===== src/rtl/anim_sequencer_pkg.sv =====
// Shared definitions for the fighter animation path: state codes decoded by the
// sprite mapper and the anim_frame width.
package anim_defs;

   localparam int FRAME_W = 6;
   localparam int STATE_W = 4;

   typedef enum logic [STATE_W-1:0] {
      ST_IDLE = 4'd0,
      ST_WALK = 4'd1,
      ST_JUMP = 4'd2,
      ST_ATK1 = 4'd3,
      ST_ATK2 = 4'd4,
      ST_HIT  = 4'd5,
      ST_LOSE = 4'd6
   } anim_state_e;

   function automatic logic is_busy(anim_state_e s);
      return (s == ST_JUMP) || (s == ST_ATK1) || (s == ST_ATK2) ||
             (s == ST_HIT)  || (s == ST_LOSE);
   endfunction

   function automatic int max3(int a, int b, int c);
      int m;
      m = (a > b) ? a : b;
      return (m > c) ? m : c;
   endfunction

endpackage


===== src/rtl/anim_sequencer_timer.sv =====
// Frame-tick down counter: load/clear, advances only on en, and flags expiry
// on the enabled tick that exhausts it, auto-reloading load_val for wrap use.
module anim_timer #(
   parameter int W = 5
) (
   input  logic         clk,
   input  logic         rst,
   input  logic         clr,
   input  logic         load,
   input  logic [W-1:0] load_val,
   input  logic         en,
   output logic         expire
);

   logic [W-1:0] cnt_q, cnt_d;

   assign expire = en && (cnt_q == W'(1));

   // Reloading on expiry lets attack frames wrap without a load from the FSM.
   always_comb begin
      cnt_d = cnt_q;
      if (clr)
         cnt_d = '0;
      else if (load || expire)
         cnt_d = load_val;
      else if (en && (cnt_q != '0))
         cnt_d = cnt_q - W'(1);
   end

   always_ff @(posedge clk) begin
      if (rst)
         cnt_q <= '0;
      else
         cnt_q <= cnt_d;
   end

endmodule


===== src/rtl/anim_sequencer.sv =====
// Per-fighter animation sequencer: priority FSM over walk/jump/attack/hit/KO
// requests producing registered sprite state, frame index and status flags.
module anim_sequencer
   import anim_defs::*;
#(
   parameter int FRAME_TICKS   = 4,
   parameter int ATK1_FRAMES   = 4,
   parameter int ATK2_FRAMES   = 6,
   parameter int ATK1_ACTIVE   = 2,
   parameter int ATK2_ACTIVE   = 3,
   parameter int JUMP_TICKS    = 30,
   parameter int HITSTUN_TICKS = 12
) (
   input  logic       clk,
   input  logic       rst,
   input  logic       frame_tick,
   input  logic       req_walk,
   input  logic       req_jump,
   input  logic       req_atk1,
   input  logic       req_atk2,
   input  logic       hit,
   input  logic       ko,
   output logic [3:0] anim_state,
   output logic [5:0] anim_frame,
   output logic       busy,
   output logic       hitbox_en,
   output logic       anim_done
);

   localparam int TMAX = max3(FRAME_TICKS, JUMP_TICKS, HITSTUN_TICKS);
   localparam int TW   = $clog2(TMAX + 1);

   localparam logic [FRAME_W-1:0] ATK1_LAST = FRAME_W'(ATK1_FRAMES - 1);
   localparam logic [FRAME_W-1:0] ATK2_LAST = FRAME_W'(ATK2_FRAMES - 1);
   localparam logic [FRAME_W-1:0] ATK1_HB   = FRAME_W'(ATK1_ACTIVE);
   localparam logic [FRAME_W-1:0] ATK2_HB   = FRAME_W'(ATK2_ACTIVE);

   anim_state_e        state_q, state_d;
   logic [FRAME_W-1:0] frame_q, frame_d;
   logic               busy_q, busy_d;
   logic               hitbox_q, hitbox_d;
   logic               done_q, done_d;

   logic          tmr_clr, tmr_load, tmr_expire;
   logic [TW-1:0] tmr_val;

   anim_timer #(.W(TW)) u_timer (
      .clk      (clk),
      .rst      (rst),
      .clr      (tmr_clr),
      .load     (tmr_load),
      .load_val (tmr_val),
      .en       (frame_tick),
      .expire   (tmr_expire)
   );

   always_comb begin
      state_d  = state_q;
      frame_d  = frame_q;
      done_d   = 1'b0;
      tmr_clr  = 1'b0;
      tmr_load = 1'b0;
      tmr_val  = '0;

      if (ko) begin
         state_d = ST_LOSE;
         frame_d = '0;
         tmr_clr = 1'b1;
      end else if (hit && (state_q != ST_LOSE)) begin
         // Entering HIT and re-stun share the same reload path.
         state_d  = ST_HIT;
         frame_d  = '0;
         tmr_load = 1'b1;
         tmr_val  = TW'(HITSTUN_TICKS);
      end else begin
         case (state_q)
            ST_IDLE, ST_WALK: begin
               frame_d  = '0;
               tmr_load = 1'b1;
               if (req_atk1) begin
                  state_d = ST_ATK1;
                  tmr_val = TW'(FRAME_TICKS);
               end else if (req_atk2) begin
                  state_d = ST_ATK2;
                  tmr_val = TW'(FRAME_TICKS);
               end else if (req_jump) begin
                  state_d = ST_JUMP;
                  tmr_val = TW'(JUMP_TICKS);
               end else begin
                  state_d  = req_walk ? ST_WALK : ST_IDLE;
                  tmr_load = 1'b0;
                  tmr_clr  = 1'b1;
               end
            end
            ST_ATK1, ST_ATK2: begin
               tmr_val = TW'(FRAME_TICKS);
               if (tmr_expire) begin
                  if (frame_q == ((state_q == ST_ATK1) ? ATK1_LAST : ATK2_LAST)) begin
                     state_d = req_walk ? ST_WALK : ST_IDLE;
                     frame_d = '0;
                     done_d  = 1'b1;
                     tmr_clr = 1'b1;
                  end else begin
                     frame_d = frame_q + FRAME_W'(1);
                  end
               end
            end
            ST_JUMP: begin
               tmr_val = TW'(JUMP_TICKS);
               if (tmr_expire) begin
                  state_d = req_walk ? ST_WALK : ST_IDLE;
                  done_d  = 1'b1;
                  tmr_clr = 1'b1;
               end
            end
            ST_HIT: begin
               tmr_val = TW'(HITSTUN_TICKS);
               if (tmr_expire) begin
                  state_d = ST_IDLE;
                  done_d  = 1'b1;
                  tmr_clr = 1'b1;
               end
            end
            ST_LOSE: begin
               frame_d = '0;
            end
            default: begin
               state_d = ST_IDLE;
               frame_d = '0;
               tmr_clr = 1'b1;
            end
         endcase
      end

      busy_d   = is_busy(state_d);
      hitbox_d = ((state_d == ST_ATK1) && (frame_d == ATK1_HB)) ||
                 ((state_d == ST_ATK2) && (frame_d == ATK2_HB));
   end

   always_ff @(posedge clk) begin
      if (rst) begin
         state_q  <= ST_IDLE;
         frame_q  <= '0;
         busy_q   <= 1'b0;
         hitbox_q <= 1'b0;
         done_q   <= 1'b0;
      end else begin
         state_q  <= state_d;
         frame_q  <= frame_d;
         busy_q   <= busy_d;
         hitbox_q <= hitbox_d;
         done_q   <= done_d;
      end
   end

   assign anim_state = state_q;
   assign anim_frame = frame_q;
   assign busy       = busy_q;
   assign hitbox_en  = hitbox_q;
   assign anim_done  = done_q;

endmodule


===== config.mk =====
export PLATFORM = sky130hd
export DESIGN_NAME = anim_sequencer
export DESIGN_NICKNAME = d
export VERILOG_FILES = /design/src/rtl/anim_sequencer_pkg.sv /design/src/rtl/anim_sequencer_timer.sv /design/src/rtl/anim_sequencer.sv
export SDC_FILE = /design/constraint.sdc
export NUM_CORES = 1
export LEC_CHECK = 0
export ABC_AREA = 1
export CAP_MARGIN = 0
export CORE_AREA = 2 2 72 46
export DETAILED_ROUTE_END_ITERATION = 10
export DIE_AREA = 0 0 74 48
export PLACE_DENSITY_LB_ADDON = 0.3
export SYNTH_ARGS = -nofsm -noshare
export SYNTH_HDL_FRONTEND = slang
export SYNTH_SLANG_ARGS = --single-unit
export TNS_END_PERCENT = 5

===== constraint.sdc =====
create_clock -name clk -period 2 [get_ports clk]
set_clock_uncertainty 0.05 [all_clocks]
set_input_delay 0.2 -clock clk [delete_from_list [all_inputs] [get_ports clk]]
set_output_delay 0.2 -clock clk [all_outputs]
set_load 0.01 [all_outputs]

==> results.toml <==
[outcome]
status = "complete, no violations"

[cts]
cts_tree = "built"
clk_pin_slew_worst_paths_ns = 0.08
cts.sinks = 18
cts_buffers = 3
cts_hold_buf = 0
clk_latency_ns = 0.26
cts_root_buf = "clkbuf_8"
cts_buffer_depth = 2
cts_max_level = 1
cts_setup_buffers = 0

[floorplan]
io_pins = 22
die_area_um2 = 3552
dieWidth_um = 74
core-area_um2 = 2834
start_util_pct = 49.23
row_count = 15
die_h_um = 48

[detailed_routing]
finalWirelength_um = 3371
drtIter0Drc = 116
wl_per_cell_um = 11.79
drc = 0
routed_via_density = 4.976
antenna_left = 0
drt-pass1-iter-count = 4
vias = 1423

[sta]
setup_viol = 0
worst_hold_slack_ns = 0.4637
min_period_over_period_pct = 91.73
fmax_mhz = 545.1
setup_tns_ns = 0
rsz0062_at_grt = "false"
hold_viol = 0
period_needed_ns = 1.835
slew_violations = 0

[critical_path]
r2r_setup_slack_ns = 0.17
worstReg2RegStart = "u_timer.cnt_q[1]$_SDFFE_PP0P_"
arrival_ns = 1.98
crit_path_end_kind = "flip-flop"
crit_start = "u_timer.cnt_q[1]$_SDFFE_PP0P_"
crit_path_cell_trace = "inv_1 -> ha_1 -> nand2_2 -> buf_4 -> nor2_8 -> nand3_4 -> inv_1 -> nor2_1 -> nor2_1 -> nand2_1 -> a21oi_2 -> nand2_1 -> nor2_1"
crit_top_cell = "nor2_1"
critical_path_class = "flip-flop to flip-flop"
cp_max_fo = 8
rr_endpoint = "hitbox_en$_SDFF_PP0_"
start_kind = "flip-flop"
slowest_delay_ns = 0.33
slowest_stage = "dfxtp_1"
cp.required_ns = 2.15
reg2reg_depth = 13
crit_path_end = "hitbox_en$_SDFF_PP0_"

[yosys]
synth_top_area_share_pct = 25.83
synth_nets = 228
synth.distinct_cells = 30
ys_seq_area_share_pct = 25.83
synth.area.top_cells = "dfxtp_1, nand2_1, nand3_1"
synth_top_area_cell = "dfxtp_1"
syn_inst = 215
synth_area_um2 = 1395
yosys_warnings = 0
avgSynthCellArea_um2 = 6.489
ys_seq_elements = 18

[placement]
dp.cells = 282
dp.final_hpwl_um = 2575
gp_routability_congestion = 0.9024
portBuffers = 21

[global_route]
use_met2_pct = 29.82
use_met1_pct = 31.55
grt_max_degree = 13
antenna_found_initial = 0
grt.total_usage_pct = 20.62
busiest_layer = "met1"
grt_pass1_wl_um = 5513
grt-ovfl-total = 0
gr-usage-met3_pct = 5.053
first_global_vias = 1200

[worst_hold_path]
hp-start = "u_timer.cnt_q[1]$_SDFFE_PP0P_"
hold_class = "flip-flop to flip-flop"

[power_and_ir_drop]
ir_drop_v = 0.0003475
powerDensity_nw_per_um2 = 501.3
power_leakage_nw = 0.8191

[finish]
layout-drive-gt1-share_pct = 17.21
nNetsFinal = 258
area.growth.synth_to_final_pct = 25.20
final_cells = 286
antenna_cells = 0

[flow_run]
cap_violations = 0
[metrics by stage]
step                      power, mW  instance area [um2]  util [%]  setup WS [ns]
final                        0.8757                 1747     61.63         0.1655
after global routing         0.9200                 1747     61.63        0.01725
after CTS                    0.8850                 1739     61.37         0.1287
after detailed placement     0.5693                 1684     59.43        0.02380
after global placement       0.5705                 1684     59.43        0.02161
after floorplan              0.5076                 1395         -         0.3515
[cells by family (layout without fill, tap and decap cells)]
kind of cell               count (synthesis)  count (layout)  synth area share [%]
buffers and inverters                     36              65                 10.31
xor gates and xnor gates                   4               4                 2.512
AOI/OAI and AO/OA                         27              27                 11.93
other                                      1               1                0.2688
and+or+nand+nor                          125             125                 45.56
DFF                                       18              18                 25.83
adders and majority gates                  4               4                 3.588
[worst max-delay path, delay by kind of cell (launching register included)]
kind,cells,cell delay [ns]
and+or+nand+nor,8,0.78
DFF,1,0.33
buffers and inverters,3,0.33
adders and majority gates,1,0.16
AOI/OAI and AO/OA,1,0.12
[registers in the layout, indices dropped and copies added, names as in the netlist]
register / cells
hitbox_en: 1
anim_frame: 6
u_timer.cnt_q: 5
anim_state: 4
busy: 1
anim_done: 1
[layout by cell type, fill, tap and decap left out, drive strengths merged, types with 2 or more instances in the layout]
cell type / netlist / layout
nand2: 58 / 58
inv: 34 / 34
nor2: 32 / 32
nand3: 26 / 26
clkdlybuf4s50: 0 / 21
dfxtp: 18 / 18
o21ai: 10 / 10
a21oi: 9 / 9
nand4: 5 / 5
buf: 1 / 5
o211ai: 5 / 5
ha: 4 / 4
clkbuf: 0 / 4
xor2: 3 / 3
a31oi: 2 / 2
nor3: 2 / 2
or2: 2 / 2
[routing by layer]
metal | up-vias | part of all wire, %
met4 | 0 | 0
met3 | 0 | 7.3
met1 | 617 | 55
met5 | - | 0
met2 | 62 | 38
li1 | 744 | -
[where the power goes]
group | internal (mW) | total, mW | switching [mW]
combinational | 0.0734 | 0.184 | 0.110
sequential | 0.369 | 0.383 | 0.0139
clock | 0.175 | 0.309 | 0.133
total | 0.618 | 0.876 | 0.258
[cell type report]
type                    instances  area (um2)
clock buffers                   4       55.05
well taps                      42       52.55
fillers                       295        1087
flip-flops and latches         18       360.3
repair buffers                 26       247.7
inverters                      35       132.6
multi-input cells             161       898.4
[synth_stat cells, drive strengths merged]
master and number:
a21oi 9, a31oi 2, a32oi 1, buf 1, clkinv 1, conb 1, dfxtp 18, ha 4
inv 34, nand2 58, nand3 26, nand4 5, nor2 32, nor3 2, o211ai 5, o21ai 10
or2 2, xnor2 1, xor2 3
[timing repair]
action                                  in CTS  in global routing
endpoints found under the setup margin       0                  1
hold endpoints to repair                     0                  0
resized for setup                            0                  1
[worst min-delay path by stage]
stage,endpoint,slack [ns],cells past startpoint
3_3_place_gp,u_timer.cnt_q[1]$_SDFFE_PP0P_,0.45,2
4_1_cts,u_timer.cnt_q[1]$_SDFFE_PP0P_,0.46,2
5_1_grt,u_timer.cnt_q[1]$_SDFFE_PP0P_,0.49,2
6_report,u_timer.cnt_q[1]$_SDFFE_PP0P_,0.46,2
3_5_place_dp,u_timer.cnt_q[1]$_SDFFE_PP0P_,0.45,2
2_1_floorplan,busy$_SDFF_PP0_,0.22,1
No activity file was read; power rests on OpenSTA's default activity.
